`src/rtl/src_pkg.sv`:
```
// src_pkg: opcode/ALU constants, FSM state and instruction-class types for the Mini-SRC controller.
package src_pkg;
  localparam int ALU_OP_W = 4;
  localparam int OPC_W = 5;
  localparam logic [OPC_W-1:0] OP_LD   = 5'b00000;
  localparam logic [OPC_W-1:0] OP_LDI  = 5'b00001;
  localparam logic [OPC_W-1:0] OP_ST   = 5'b00010;
  localparam logic [OPC_W-1:0] OP_ADD  = 5'b00011;
  localparam logic [OPC_W-1:0] OP_SUB  = 5'b00100;
  localparam logic [OPC_W-1:0] OP_AND  = 5'b00101;
  localparam logic [OPC_W-1:0] OP_OR   = 5'b00110;
  localparam logic [OPC_W-1:0] OP_ADDI = 5'b01100;
  localparam logic [OPC_W-1:0] OP_ANDI = 5'b01101;
  localparam logic [OPC_W-1:0] OP_ORI  = 5'b01110;
  localparam logic [OPC_W-1:0] OP_NOP  = 5'b11010;
  localparam logic [OPC_W-1:0] OP_HALT = 5'b11011;
  localparam logic [ALU_OP_W-1:0] ALU_ADD = 4'b0000;
  localparam logic [ALU_OP_W-1:0] ALU_SUB = 4'b0001;
  localparam logic [ALU_OP_W-1:0] ALU_AND = 4'b0010;
  localparam logic [ALU_OP_W-1:0] ALU_OR  = 4'b0011;
  // T0..T7 share bit 3 = 0 so the step index is just the low three bits
  typedef enum logic [3:0] {
    ST_T0 = 4'd0, ST_T1 = 4'd1, ST_T2 = 4'd2, ST_T3 = 4'd3,
    ST_T4 = 4'd4, ST_T5 = 4'd5, ST_T6 = 4'd6, ST_T7 = 4'd7,
    ST_RST = 4'd8, ST_IDLE = 4'd9, ST_HALT = 4'd10
  } state_t;
  typedef enum logic [2:0] {CL_LD, CL_LDI, CL_ST, CL_RTYPE, CL_ITYPE, CL_NOP, CL_HALT} instr_class_t;
endpackage

```
`src/rtl/control_unit_if.sv`:
```
// control_unit_if: IR/stop inputs and all datapath control strobes between controller and datapath.
interface control_unit_if;
  logic [31:0] in_ir;
  logic in_stop;
  logic out_run, out_halted, out_reg_clear;
  logic [src_pkg::ALU_OP_W-1:0] out_alu_opcode;
  logic out_mdr_select, out_inc_pc;
  logic out_gra, out_grb, out_grc, out_ba_read;
  logic out_regfile_read, out_hi_read, out_lo_read, out_z_hi_read, out_z_lo_read;
  logic out_pc_read, out_mdr_read, out_inport_read, out_c_read, out_mem_read;
  logic out_regfile_write, out_hi_write, out_lo_write, out_z_write, out_pc_write, out_mdr_write;
  logic out_ir_write, out_y_write, out_mar_write, out_mem_write, out_outport_write;
  modport master (
    input in_ir, in_stop,
    output out_run, out_halted, out_reg_clear, out_alu_opcode, out_mdr_select, out_inc_pc,
    output out_gra, out_grb, out_grc, out_ba_read,
    output out_regfile_read, out_hi_read, out_lo_read, out_z_hi_read, out_z_lo_read,
    output out_pc_read, out_mdr_read, out_inport_read, out_c_read, out_mem_read,
    output out_regfile_write, out_hi_write, out_lo_write, out_z_write, out_pc_write, out_mdr_write,
    output out_ir_write, out_y_write, out_mar_write, out_mem_write, out_outport_write
  );
  modport slave (
    output in_ir, in_stop,
    input out_run, out_halted, out_reg_clear, out_alu_opcode, out_mdr_select, out_inc_pc,
    input out_gra, out_grb, out_grc, out_ba_read,
    input out_regfile_read, out_hi_read, out_lo_read, out_z_hi_read, out_z_lo_read,
    input out_pc_read, out_mdr_read, out_inport_read, out_c_read, out_mem_read,
    input out_regfile_write, out_hi_write, out_lo_write, out_z_write, out_pc_write, out_mdr_write,
    input out_ir_write, out_y_write, out_mar_write, out_mem_write, out_outport_write
  );
endinterface

```
`src/rtl/control_unit_decode.sv`:
```
// opcode_decode: maps an opcode to its instruction class, ALU operation and final execute step.
module opcode_decode
  import src_pkg::*;
(
  input  logic [OPC_W-1:0]    opcode,
  output instr_class_t        cls,
  output logic [ALU_OP_W-1:0] alu_op,
  output logic [2:0]          last_step
);
  always_comb begin
    cls = CL_NOP;
    alu_op = ALU_ADD;
    case (opcode)
      OP_LD:   cls = CL_LD;
      OP_LDI:  cls = CL_LDI;
      OP_ST:   cls = CL_ST;
      OP_ADD:  cls = CL_RTYPE;
      OP_SUB:  begin cls = CL_RTYPE; alu_op = ALU_SUB; end
      OP_AND:  begin cls = CL_RTYPE; alu_op = ALU_AND; end
      OP_OR:   begin cls = CL_RTYPE; alu_op = ALU_OR; end
      OP_ADDI: cls = CL_ITYPE;
      OP_ANDI: begin cls = CL_ITYPE; alu_op = ALU_AND; end
      OP_ORI:  begin cls = CL_ITYPE; alu_op = ALU_OR; end
      OP_HALT: cls = CL_HALT;
      default: cls = CL_NOP;
    endcase
    last_step = (cls == CL_LD || cls == CL_ST) ? 3'd7
              : (cls == CL_LDI || cls == CL_RTYPE || cls == CL_ITYPE) ? 3'd5 : 3'd3;
  end
endmodule

```
`src/rtl/control_unit.sv`:
```
// control_unit: hardwired fetch/execute sequencer driving every Mini-SRC control strobe.
module control_unit
  import src_pkg::*;
(
  input logic clk,
  input logic in_reset,
  control_unit_if.master bus
);
  state_t state_q, state_d;
  instr_class_t cls;
  logic [ALU_OP_W-1:0] alu_op;
  logic [2:0] last_step, step;
  logic in_t, at_last, mem_cls, is_ld, is_st, is_r;
  opcode_decode u_dec (.opcode(bus.in_ir[31:27]), .cls(cls), .alu_op(alu_op), .last_step(last_step));
  assign in_t = !state_q[3];
  assign step = state_q[2:0];
  assign at_last = in_t && step == last_step;
  assign is_ld = cls == CL_LD;
  assign is_st = cls == CL_ST;
  assign is_r = cls == CL_RTYPE;
  assign mem_cls = is_ld || is_st || cls == CL_LDI;
  always_ff @(posedge clk) state_q <= in_reset ? ST_RST : state_d;
  always_comb begin
    state_d = ST_RST;
    case (state_q)
      ST_RST, ST_IDLE: state_d = bus.in_stop ? ST_IDLE : ST_T0;
      ST_HALT: state_d = ST_HALT;
      ST_T0, ST_T1, ST_T2, ST_T3, ST_T4, ST_T5, ST_T6, ST_T7:
        state_d = !at_last ? state_t'(state_q + 4'd1)
                : cls == CL_HALT ? ST_HALT
                : bus.in_stop ? ST_IDLE : ST_T0;
      default: state_d = ST_RST;
    endcase
  end
  always_comb begin
    bus.out_run = in_t;
    bus.out_halted = state_q == ST_HALT;
    bus.out_reg_clear = state_q == ST_RST;
    bus.out_alu_opcode = ALU_ADD;
    bus.out_mdr_select = 1'b0;
    bus.out_inc_pc = 1'b0;
    bus.out_gra = 1'b0;
    bus.out_grb = 1'b0;
    bus.out_grc = 1'b0;
    bus.out_ba_read = 1'b0;
    bus.out_regfile_read = 1'b0;
    bus.out_hi_read = 1'b0;
    bus.out_lo_read = 1'b0;
    bus.out_z_hi_read = 1'b0;
    bus.out_z_lo_read = 1'b0;
    bus.out_pc_read = 1'b0;
    bus.out_mdr_read = 1'b0;
    bus.out_inport_read = 1'b0;
    bus.out_c_read = 1'b0;
    bus.out_mem_read = 1'b0;
    bus.out_regfile_write = 1'b0;
    bus.out_hi_write = 1'b0;
    bus.out_lo_write = 1'b0;
    bus.out_z_write = 1'b0;
    bus.out_pc_write = 1'b0;
    bus.out_mdr_write = 1'b0;
    bus.out_ir_write = 1'b0;
    bus.out_y_write = 1'b0;
    bus.out_mar_write = 1'b0;
    bus.out_mem_write = 1'b0;
    bus.out_outport_write = 1'b0;
    if (in_t) begin
      case (step)
        3'd0: begin
          bus.out_pc_read = 1'b1;
          bus.out_mar_write = 1'b1;
          bus.out_inc_pc = 1'b1;
          bus.out_pc_write = 1'b1;
          bus.out_mem_read = 1'b1;
        end
        3'd1: begin
          bus.out_mdr_select = 1'b1;
          bus.out_mdr_write = 1'b1;
        end
        3'd2: begin
          bus.out_mdr_read = 1'b1;
          bus.out_ir_write = 1'b1;
        end
        // nop/halt/undefined end here with no strobes
        3'd3: if (cls != CL_NOP && cls != CL_HALT) begin
          bus.out_grb = 1'b1;
          bus.out_y_write = 1'b1;
          bus.out_ba_read = mem_cls;
          bus.out_regfile_read = !mem_cls;
        end
        3'd4: begin
          bus.out_z_write = 1'b1;
          bus.out_alu_opcode = alu_op;
          bus.out_grc = is_r;
          bus.out_regfile_read = is_r;
          bus.out_c_read = !is_r;
        end
        3'd5: begin
          bus.out_z_lo_read = 1'b1;
          bus.out_mar_write = is_ld || is_st;
          bus.out_mem_read = is_ld;
          bus.out_gra = !(is_ld || is_st);
          bus.out_regfile_write = !(is_ld || is_st);
        end
        3'd6: begin
          bus.out_mdr_write = 1'b1;
          bus.out_mdr_select = is_ld;
          bus.out_gra = is_st;
          bus.out_regfile_read = is_st;
        end
        default: begin
          bus.out_mdr_read = is_ld;
          bus.out_gra = is_ld;
          bus.out_regfile_write = is_ld;
          bus.out_mem_write = is_st;
        end
      endcase
    end
  end
endmodule

```
`src/flat_wrapper.sv`:
```
// flat-port wrapper written by rule: the top's interface ports become plain ports
module control_unit_flat import src_pkg::*;
  (clk, in_reset, bus_in_ir, bus_in_stop, bus_out_run, bus_out_halted, bus_out_reg_clear, bus_out_alu_opcode, bus_out_mdr_select, bus_out_inc_pc, bus_out_gra, bus_out_grb, bus_out_grc, bus_out_ba_read, bus_out_regfile_read, bus_out_hi_read, bus_out_lo_read, bus_out_z_hi_read, bus_out_z_lo_read, bus_out_pc_read, bus_out_mdr_read, bus_out_inport_read, bus_out_c_read, bus_out_mem_read, bus_out_regfile_write, bus_out_hi_write, bus_out_lo_write, bus_out_z_write, bus_out_pc_write, bus_out_mdr_write, bus_out_ir_write, bus_out_y_write, bus_out_mar_write, bus_out_mem_write, bus_out_outport_write);
  control_unit_if bus_i ();
  input logic clk;
  input logic in_reset;
  input wire logic [$bits(bus_i.in_ir)-1:0] bus_in_ir;
  input wire logic [$bits(bus_i.in_stop)-1:0] bus_in_stop;
  output wire logic [$bits(bus_i.out_run)-1:0] bus_out_run;
  output wire logic [$bits(bus_i.out_halted)-1:0] bus_out_halted;
  output wire logic [$bits(bus_i.out_reg_clear)-1:0] bus_out_reg_clear;
  output wire logic [$bits(bus_i.out_alu_opcode)-1:0] bus_out_alu_opcode;
  output wire logic [$bits(bus_i.out_mdr_select)-1:0] bus_out_mdr_select;
  output wire logic [$bits(bus_i.out_inc_pc)-1:0] bus_out_inc_pc;
  output wire logic [$bits(bus_i.out_gra)-1:0] bus_out_gra;
  output wire logic [$bits(bus_i.out_grb)-1:0] bus_out_grb;
  output wire logic [$bits(bus_i.out_grc)-1:0] bus_out_grc;
  output wire logic [$bits(bus_i.out_ba_read)-1:0] bus_out_ba_read;
  output wire logic [$bits(bus_i.out_regfile_read)-1:0] bus_out_regfile_read;
  output wire logic [$bits(bus_i.out_hi_read)-1:0] bus_out_hi_read;
  output wire logic [$bits(bus_i.out_lo_read)-1:0] bus_out_lo_read;
  output wire logic [$bits(bus_i.out_z_hi_read)-1:0] bus_out_z_hi_read;
  output wire logic [$bits(bus_i.out_z_lo_read)-1:0] bus_out_z_lo_read;
  output wire logic [$bits(bus_i.out_pc_read)-1:0] bus_out_pc_read;
  output wire logic [$bits(bus_i.out_mdr_read)-1:0] bus_out_mdr_read;
  output wire logic [$bits(bus_i.out_inport_read)-1:0] bus_out_inport_read;
  output wire logic [$bits(bus_i.out_c_read)-1:0] bus_out_c_read;
  output wire logic [$bits(bus_i.out_mem_read)-1:0] bus_out_mem_read;
  output wire logic [$bits(bus_i.out_regfile_write)-1:0] bus_out_regfile_write;
  output wire logic [$bits(bus_i.out_hi_write)-1:0] bus_out_hi_write;
  output wire logic [$bits(bus_i.out_lo_write)-1:0] bus_out_lo_write;
  output wire logic [$bits(bus_i.out_z_write)-1:0] bus_out_z_write;
  output wire logic [$bits(bus_i.out_pc_write)-1:0] bus_out_pc_write;
  output wire logic [$bits(bus_i.out_mdr_write)-1:0] bus_out_mdr_write;
  output wire logic [$bits(bus_i.out_ir_write)-1:0] bus_out_ir_write;
  output wire logic [$bits(bus_i.out_y_write)-1:0] bus_out_y_write;
  output wire logic [$bits(bus_i.out_mar_write)-1:0] bus_out_mar_write;
  output wire logic [$bits(bus_i.out_mem_write)-1:0] bus_out_mem_write;
  output wire logic [$bits(bus_i.out_outport_write)-1:0] bus_out_outport_write;
  assign bus_i.in_ir = bus_in_ir;
  assign bus_i.in_stop = bus_in_stop;
  assign bus_out_run = bus_i.out_run;
  assign bus_out_halted = bus_i.out_halted;
  assign bus_out_reg_clear = bus_i.out_reg_clear;
  assign bus_out_alu_opcode = bus_i.out_alu_opcode;
  assign bus_out_mdr_select = bus_i.out_mdr_select;
  assign bus_out_inc_pc = bus_i.out_inc_pc;
  assign bus_out_gra = bus_i.out_gra;
  assign bus_out_grb = bus_i.out_grb;
  assign bus_out_grc = bus_i.out_grc;
  assign bus_out_ba_read = bus_i.out_ba_read;
  assign bus_out_regfile_read = bus_i.out_regfile_read;
  assign bus_out_hi_read = bus_i.out_hi_read;
  assign bus_out_lo_read = bus_i.out_lo_read;
  assign bus_out_z_hi_read = bus_i.out_z_hi_read;
  assign bus_out_z_lo_read = bus_i.out_z_lo_read;
  assign bus_out_pc_read = bus_i.out_pc_read;
  assign bus_out_mdr_read = bus_i.out_mdr_read;
  assign bus_out_inport_read = bus_i.out_inport_read;
  assign bus_out_c_read = bus_i.out_c_read;
  assign bus_out_mem_read = bus_i.out_mem_read;
  assign bus_out_regfile_write = bus_i.out_regfile_write;
  assign bus_out_hi_write = bus_i.out_hi_write;
  assign bus_out_lo_write = bus_i.out_lo_write;
  assign bus_out_z_write = bus_i.out_z_write;
  assign bus_out_pc_write = bus_i.out_pc_write;
  assign bus_out_mdr_write = bus_i.out_mdr_write;
  assign bus_out_ir_write = bus_i.out_ir_write;
  assign bus_out_y_write = bus_i.out_y_write;
  assign bus_out_mar_write = bus_i.out_mar_write;
  assign bus_out_mem_write = bus_i.out_mem_write;
  assign bus_out_outport_write = bus_i.out_outport_write;
  control_unit u_core (.clk(clk), .in_reset(in_reset), .bus(bus_i));
endmodule
```
`config.mk`:
```
export PLATFORM = sky130hd
export DESIGN_NAME = control_unit_flat
export DESIGN_NICKNAME = d
export VERILOG_FILES = /design/src/rtl/src_pkg.sv /design/src/rtl/control_unit_if.sv /design/src/rtl/control_unit_decode.sv /design/src/rtl/control_unit.sv /design/src/flat_wrapper.sv
export SDC_FILE = /design/constraint.sdc
export NUM_CORES = 1
export LEC_CHECK = 0
export CORE_MARGIN = 3
export CORE_UTILIZATION = 34
export CTS_CLUSTER_SIZE = 20
export DETAILED_ROUTE_END_ITERATION = 12
export HOLD_SLACK_MARGIN = 0.02
export MAX_ROUTING_LAYER = met4
export PLACE_DENSITY = 0.85
export REMOVE_ABC_BUFFERS = 1
export SLEW_MARGIN = 10
export SYNTH_ARGS = -nofsm -noshare
export SYNTH_HDL_FRONTEND = slang
export SYNTH_SLANG_ARGS = --single-unit
```
`constraint.sdc`:
```
create_clock -name clk -period 4.1 [get_ports clk]
set_clock_uncertainty 0.05 [all_clocks]
set_input_delay 0.41 -clock clk [delete_from_list [all_inputs] [get_ports clk]]
set_output_delay 0.41 -clock clk [all_outputs]
set_load 0.02 [all_outputs]
```
==> results of run 1 <==
==> synthesized netlist by cell type <==
cell type and count:
sky130_fd_sc_hd__a311oi_1 1, sky130_fd_sc_hd__buf_2 3, sky130_fd_sc_hd__and3_2 1, sky130_fd_sc_hd__and2_1 2
sky130_fd_sc_hd__clkinv_1 1, sky130_fd_sc_hd__a211oi_2 1, sky130_fd_sc_hd__a31oi_1 3, sky130_fd_sc_hd__a221oi_1 1
sky130_fd_sc_hd__nor2b_1 3, sky130_fd_sc_hd__clkbuf_1 3, sky130_fd_sc_hd__xnor2_1 1, sky130_fd_sc_hd__nand3_1 9
sky130_fd_sc_hd__nor3_1 3, sky130_fd_sc_hd__or3b_1 1, sky130_fd_sc_hd__inv_1 6, sky130_fd_sc_hd__nand2_1 8
sky130_fd_sc_hd__conb_1 1, sky130_fd_sc_hd__o311a_2 1, sky130_fd_sc_hd__nand3b_1 1, sky130_fd_sc_hd__o21ai_0 2
sky130_fd_sc_hd__o21a_1 1, sky130_fd_sc_hd__nor4_1 6, sky130_fd_sc_hd__a21bo_2 2, sky130_fd_sc_hd__nor2_1 9
sky130_fd_sc_hd__o31a_1 2, sky130_fd_sc_hd__ha_1 5, sky130_fd_sc_hd__or4_4 1, sky130_fd_sc_hd__mux2i_1 2
sky130_fd_sc_hd__buf_4 12, sky130_fd_sc_hd__or4_1 1, sky130_fd_sc_hd__and2b_2 1, sky130_fd_sc_hd__nor2_2 1
sky130_fd_sc_hd__o221a_4 1, sky130_fd_sc_hd__or2_2 1, sky130_fd_sc_hd__o31ai_1 1, sky130_fd_sc_hd__and3_1 3
sky130_fd_sc_hd__a32oi_1 1, sky130_fd_sc_hd__buf_6 1, sky130_fd_sc_hd__a21oi_1 6, sky130_fd_sc_hd__dfxtp_1 4
sky130_fd_sc_hd__nor4b_1 1, sky130_fd_sc_hd__a211oi_1 2
==> area by class of cell <==
class / instances / area, um2 / area share [%]
clock buffers: 3 / 22.52 / 2.067
inverters: 7 / 26.28 / 2.411
multi-input cells: 94 / 605.6 / 55.57
flip-flops and latches: 4 / 80.08 / 7.348
well taps: 28 / 35.03 / 3.215
repair buffers: 32 / 320.3 / 29.39
==> final timing paths <==
kind | slack [ns] | cells after the start | end | startpoint
worst min register to register | 0.73 | 1 | u_core.state_q[2]$_SDFF_PP0_ | u_core.state_q[3]$_SDFF_PP1_
worst min-delay path | 0.73 | 1 | u_core.state_q[2]$_SDFF_PP0_ | u_core.state_q[3]$_SDFF_PP1_
worst max register to register | 2.02 | 5 | u_core.state_q[0]$_SDFF_PP0_ | u_core.state_q[2]$_SDFF_PP0_
worst max-delay path | 0.79 | 7 | bus_out_regfile_read | bus_in_ir[29]
==> power groups by stage <==
stage	Clock (mW)	Combinational [mW]	Sequential (mW)
finish	0.0517	0.220	0.0663
global route	0.0586	0.238	0.0687
CTS	0.0552	0.220	0.0658
detailed placement	0	0.219	0.0666
global placement	0	0.210	0.0657
floorplan	0	0.132	0.0613
==> cells by family (layout without fill, tap and decap cells) <==
| family | count (synthesis) | in the layout | share of synthesized area, % |
|---|---|---|---|
| multiplexers | 2 | 2 | 2.473 |
| buffers and inverters | 26 | 42 | 19.01 |
| adder cells (fa/ha/maj) | 5 | 5 | 7.728 |
| AO/OA/AOI/OAI | 25 | 25 | 24.27 |
| AND/OR/NAND/NOR | 52 | 52 | 35.09 |
| flip-flops | 4 | 4 | 9.892 |
| XOR/XNOR | 1 | 1 | 1.082 |
| other | 1 | 9 | 0.4632 |
==> metal layers <==
metal	global-route usage (%)	routed length (um)	vias to the layer above
li1	-	-	449
met1	18.64	849	416
met2	25.98	1116	51
met3	2.452	201	3
met4	5.394	23	0
met5	-	0	-
==> metrics by stage <==
| step | setup slack (ns) | total power, mW |
|---|---|---|
| 3_3_place_gp | 0.8418 | 0.2761 |
| 4_1_cts | 0.8047 | 0.3410 |
| 5_1_grt | 0.6356 | 0.3654 |
| 6_report | 0.7937 | 0.3377 |
| 2_1_floorplan | 1.594 | 0.1936 |
| 3_5_place_dp | 0.8072 | 0.2856 |
==> critical path: stages <==
cell and delay [ns]:
sky130_fd_sc_hd__clkdlybuf4s50_1 0.65, sky130_fd_sc_hd__a21bo_2 0.29, sky130_fd_sc_hd__a211oi_1 0.38, sky130_fd_sc_hd__a21bo_2 0.21, sky130_fd_sc_hd__a32oi_1 0.05, sky130_fd_sc_hd__nor3_1 0.22
sky130_fd_sc_hd__clkdlybuf4s50_1 0.64
==> impl_results.rst, run 1 <==
.. list-table::
   :header-rows: 1

   * - Metric
     - Value
   * - Number of nets in the layout
     - 182
   * - Antenna Cells
     - 0
   * - Total wire length
     - around 2.2 mm
   * - Die area
     - between 0.003 and 0.004 mm2
   * - Max frequency
     - just over 300 MHz
   * - First-pass GRT wire length
     - roughly 3.3 mm
   * - Vias in the first global route
     - between 700 and 800
   * - Port Buffers
     - 32
   * - Required time of the critical path
     - between 3 and 4 ns
   * - Library cell used as clock root buffer
     - sky130_fd_sc_hd__clkbuf_4
   * - Cell area reported after detailed placement
     - ~0.0011 mm2
   * - Fraction of layout instances using a drive strength above 1
     - 9.286%
   * - Worst-path maximum fanout
     - 11
   * - Final Wtd Congestion
     - 0.8820
   * - Post-route cell area
     - about 0.0011 mm2
   * - Post-CTS setup buffers
     - 0
   * - CTS resizes
     - 0
   * - Leading area contributor after synthesis
     - sky130_fd_sc_hd__buf_4
   * - Share of synthesized area occupied by flip-flops and latches
     - between 9 and 10%
   * - Initial DRC count
     - 33
   * - Net load switching power
     - ~160 uW
   * - # clock sinks
     - 4
   * - Number of maximum-capacitance violations
     - 0
   * - Leakage power
     - around 0.42 nW
   * - Via count
     - around 920
   * - Hold buffer count at CTS
     - 0
   * - Placeable Area
     - 0.002233 mm2
   * - IO Count
     - 69
   * - Die boundary height
     - roughly 55 um
   * - Number of cells in the finished layout apart from fillers
     - about 170
   * - Share of power burned in the clock network
     - about 15%
   * - Row count
     - 17
   * - Post-Route Utilization
     - 48.80%
   * - Run status
     - finished, final reports clean
   * - Maximum number of buffers from clock root to sink
     - 2
   * - Maximum ir drop on the vdd rail
     - about 0.00023 V
   * - Hold violation total from the final report
     - 0
   * - Clock latency of the later-clocked register in the worst-skew pair
     - around 0.24 ns
   * - Antenna violations before repair
     - 0
   * - Gr ovfl total
     - 0
   * - Clock input transition at the sequential cells of the worst setup and hold paths
     - 0.04 ns
   * - Pint
     - approximately 170 uW
   * - Chip width
     - about 55 um
   * - Flip-flop count of the largest register, all copies and words added
     - 4
   * - Cells taking the most area after synthesis
     - sky130_fd_sc_hd__buf_4 11%, sky130_fd_sc_hd__dfxtp_1 9.9%, sky130_fd_sc_hd__ha_1 7.7%, sky130_fd_sc_hd__nand3_1 5.6%, sky130_fd_sc_hd__nor4_1 4.6%
   * - Total of warnings raised by yosys
     - 0
   * - Final number of setup-violating endpoints
     - 0
   * - Number of levels in the clock H-tree
     - 1
   * - Post-synthesis register bit count
     - 4
   * - Largest net degree at the start of global routing
     - 16
   * - Biggest register
     - u_core.state_q
   * - Hold WS
     - slightly above 0.7 ns
   * - Element type at the critical path start
     - input port
   * - Start-to-end type of the worst setup path
     - input port to output pin
   * - Worst Setup End Kind
     - output pin
   * - Pwr/cell area
     - just over 300 mW/mm2
   * - Mean area per synthesized cell
     - 6.979 um2
   * - Routed length per instance
     - about 13 um
   * - Power share of the sequential group
     - about a fifth
   * - Initial Utilization
     - 36.25%
   * - CTS tree
     - yes
   * - Registers with the most flip-flops
     - u_core.state_q x4
   * - Final-layout fill cell count
     - about 230
   * - Top library cells by usage in the layout, fill and taps aside
     - 32 x sky130_fd_sc_hd__clkdlybuf4s50_1, 9 x sky130_fd_sc_hd__nor2_1, 9 x sky130_fd_sc_hd__nand3_1, 9 x sky130_fd_sc_hd__conb_1, 8 x sky130_fd_sc_hd__nand2_1
   * - Combinational group share of total power
     - between 60% and 70%
   * - Period Utilization, post-route
     - approximately four fifths
   * - Post-synthesis cell type count
     - 42
   * - Unrepaired setup endpoints after global routing
     - false
   * - Overall fraction of global-route tracks in use
     - 15.52%
   * - Final count of pins violating max slew
     - 0
   * - Layout-stage area growth over the synthesis result
     - 34.62%
   * - Post-synthesis instance total
     - about 120
   * - Top-area cell type share of the netlist area
     - 11.13%
   * - Via-to-Cell Ratio
     - 5.470
   * - Type of the tightest min-delay check
     - flip-flop to flip-flop
   * - Antenna viol nets, final
     - 0
   * - Placed cell count
     - between 150 and 200
   * - TritonCTS buffer count
     - 3
   * - 1st-pass router iterations
     - 5
   * - Most common cell after layout, fill and taps aside
     - sky130_fd_sc_hd__clkdlybuf4s50_1
   * - Remaining design rule violation count
     - 0
   * - Post-route minimum period
     - 3.306 ns
   * - Setup TNS after final layout
     - 0 ns
   * - Switching part of the total power
     - about 49%
   * - HPWL after DPL
     - 1.731 mm
   * - Signal arrival time at the worst endpoint
     - ~2.9 ns
   * - Post-synthesis cell area
     - a little over 800 um2
(Power assumes the default switching activity.)
==> run 2: changes to the inputs <==
--- a/config.mk
+++ b/config.mk
@@ -6,12 +6,12 @@
 export NUM_CORES = 1
 export LEC_CHECK = 0
 export CORE_MARGIN = 3
-export CORE_UTILIZATION = 34
+export CORE_UTILIZATION = 32
 export CTS_CLUSTER_SIZE = 20
 export DETAILED_ROUTE_END_ITERATION = 12
 export HOLD_SLACK_MARGIN = 0.02
 export MAX_ROUTING_LAYER = met4
-export PLACE_DENSITY = 0.85
+export PLACE_DENSITY = 0.81
 export REMOVE_ABC_BUFFERS = 1
 export SLEW_MARGIN = 10
 export SYNTH_ARGS = -nofsm -noshare
==> constraint.sdc (replaced) <==
create_clock -name clk -period 3.3 [get_ports clk]
set_clock_uncertainty 0.05 [all_clocks]
set_input_delay 0.33 -clock clk [delete_from_list [all_inputs] [get_ports clk]]
set_output_delay 0.33 -clock clk [all_outputs]
set_load 0.02 [all_outputs]
==> impl_results.rst, run 2 (same netlist as run 1, synthesis figures left out) <==
.. list-table::
   :header-rows: 1

   * - Metric
     - Value
   * - Gr ovfl total
     - 0
   * - Final Wtd Congestion
     - around 0.85
   * - GR Util met2
     - roughly a fifth
   * - TritonCTS buffer count
     - 3
   * - Hold violation total from the final report
     - 0
   * - Clock input transition at the sequential cells of the worst setup and hold paths
     - 0.03 ns
   * - Placeable Area
     - around 0.0023 mm2
   * - CTS resizes
     - 0
   * - Required time of the critical path
     - a little under 3 ns
   * - # clock sinks
     - 4
   * - Type of the tightest min-delay check
     - input port to flip-flop
   * - HPWL after DPL
     - between 1.5 and 2 mm
   * - Post-Route Utilization
     - between 40 and 50%
   * - Worst-path maximum fanout
     - 11
   * - First-pass GRT wire length
     - 3.374 mm
   * - Met3 global-route usage
     - between 1.5 and 2%
   * - Post-CTS setup buffers
     - 0
   * - Run status
     - finished, final reports clean
   * - CTS tree
     - yes
   * - Overall fraction of global-route tracks in use
     - about an eighth
   * - Total wire length
     - between 2 and 2.5 mm
   * - Unrepaired setup endpoints after global routing
     - false
   * - Critical path, cell by cell
     - clkdlybuf4s50_1 > a21bo_2 > a211oi_1 > a21bo_2 > a32oi_1 > nor3_1 > clkdlybuf4s50_1
   * - Cell area reported after detailed placement
     - roughly 0.0011 mm2
   * - GR peak layer
     - met2
   * - Number of levels in the clock H-tree
     - 1
   * - Chip width
     - roughly 56 um
   * - Port Buffers
     - 32
   * - Setup ws final
     - 0.2331 ns
   * - Number of maximum-capacitance violations
     - 0
   * - Leakage power
     - approximately 0.43 nW
   * - Fraction of layout instances using a drive strength above 1
     - a little over a tenth
   * - Post-placement setup slack
     - 0.2489 ns
   * - Antenna violations before repair
     - 0
   * - Die area
     - between 0.003 and 0.004 mm2
   * - Crit-path max cell delay
     - between 0.6 and 0.7 ns
   * - Period Utilization, post-route
     - 92.94%
   * - Maximum ir drop on the vdd rail
     - between 0.0002 and 0.0003 V
   * - Maximum number of buffers from clock root to sink
     - 2
   * - Remaining design rule violation count
     - 0
   * - Biggest register
     - u_core.state_q
   * - Signal arrival time at the worst endpoint
     - 2.69 ns
   * - Clock latency of the later-clocked register in the worst-skew pair
     - around 0.23 ns
   * - Via count
     - between 900 and 1000
   * - IO Count
     - 69
   * - Vias in the first global route
     - around 800
   * - Largest net degree at the start of global routing
     - 16
   * - Initial DRC count
     - 12
   * - Post-route minimum period
     - just over 3 ns
   * - Start-to-end type of the worst setup path
     - input port to output pin
   * - Die boundary height
     - roughly 56 um
   * - Row count
     - 17
   * - Hold buffer count at CTS
     - 0
   * - Library cell used as clock root buffer
     - sky130_fd_sc_hd__clkbuf_4
   * - Antenna Cells
     - 0
   * - Element type at the critical path start
     - input port
   * - Final-layout fill cell count
     - ~240
   * - Pwr/cell area
     - 371.7 mW/mm2
   * - Number of buffers and inverters on the critical path
     - 2
   * - Post-route cell area
     - around 0.0011 mm2
   * - Layout-stage area growth over the synthesis result
     - 36.48%
   * - Number of nets in the layout
     - ~180
   * - Via-to-Cell Ratio
     - 5.318
   * - Setup TNS after final layout
     - 0 ns
   * - Registers with the most flip-flops
     - u_core.state_q x4
   * - Worst Setup End Kind
     - output pin
   * - Initial Utilization
     - between 30% and 40%
   * - Final number of setup-violating endpoints
     - 0
   * - Top library cells by usage in the layout, fill and taps aside
     - 32 x sky130_fd_sc_hd__clkdlybuf4s50_1, 9 x sky130_fd_sc_hd__nor2_1, 9 x sky130_fd_sc_hd__nand3_1, 9 x sky130_fd_sc_hd__conb_1, 8 x sky130_fd_sc_hd__nand2_1
   * - 1st-pass router iterations
     - 4
   * - Overall power of the completed layout
     - between 400 and 500 uW
   * - Max frequency
     - around 330 MHz
   * - Flip-flop count of the largest register, all copies and words added
     - 4
   * - Most common cell after layout, fill and taps aside
     - sky130_fd_sc_hd__clkdlybuf4s50_1
   * - Slowest library cell on the worst path
     - sky130_fd_sc_hd__clkdlybuf4s50_1
   * - Antenna viol nets, final
     - 0
   * - Final count of pins violating max slew
     - 0
   * - Kind of cell adding the most delay to the critical path
     - buffers and inverters
   * - GR Util met1
     - approximately 16%
   * - Routed length per instance
     - 11.93 um
[run 2: cell count changes in the layout (fill, tap and decap cells not counted), sizes merged]
| cell | delta |
|---|---|
| buf | +2 |
[run 2: per-stage QoR]
stage,hold slack (ns),cells
after floorplan,0.3571,105
after global placement,0.7116,167
after detailed placement,0.7265,167
after CTS,0.7122,170
after global routing,0.7354,170
final,0.7236,170
[run 2: worst paths after layout]
kind / start / endpoint / slack [ns] / cells after the start
setup reg to reg: u_core.state_q[2]$_SDFF_PP0_ / u_core.state_q[3]$_SDFF_PP1_ / 1.33 / 5
hold / removal: in_reset / u_core.state_q[2]$_SDFF_PP0_ / 0.72 / 2
setup / recovery: bus_in_ir[29] / bus_out_regfile_read / 0.23 / 7
hold reg to reg: u_core.state_q[3]$_SDFF_PP1_ / u_core.state_q[2]$_SDFF_PP0_ / 0.73 / 1
[run 2: layer usage]
layer	routed length, um	vias to the layer above	part of all wire [%]
li1	-	456	-
met1	873	408	43
met2	981	38	48
met3	154	2	7.6
met4	19	0	0.94
met5	0	-	0
[run 2: power by group]
part	internal (mW)	switching (mW)
registers	0.0583	0.0241
logic	0.117	0.153
clock network	0.0405	0.0176
[run 2: area by class of cell]
type                    instances  area, um2  share of cell area (%)
multi-input cells              94      605.6                   54.81
well taps                      28      35.03                   3.171
inverters                       7      26.28                   2.378
flip-flops and latches          4      80.08                   7.248
clock buffers                   3      22.52                   2.039
repair buffers                 34      335.3                   30.35
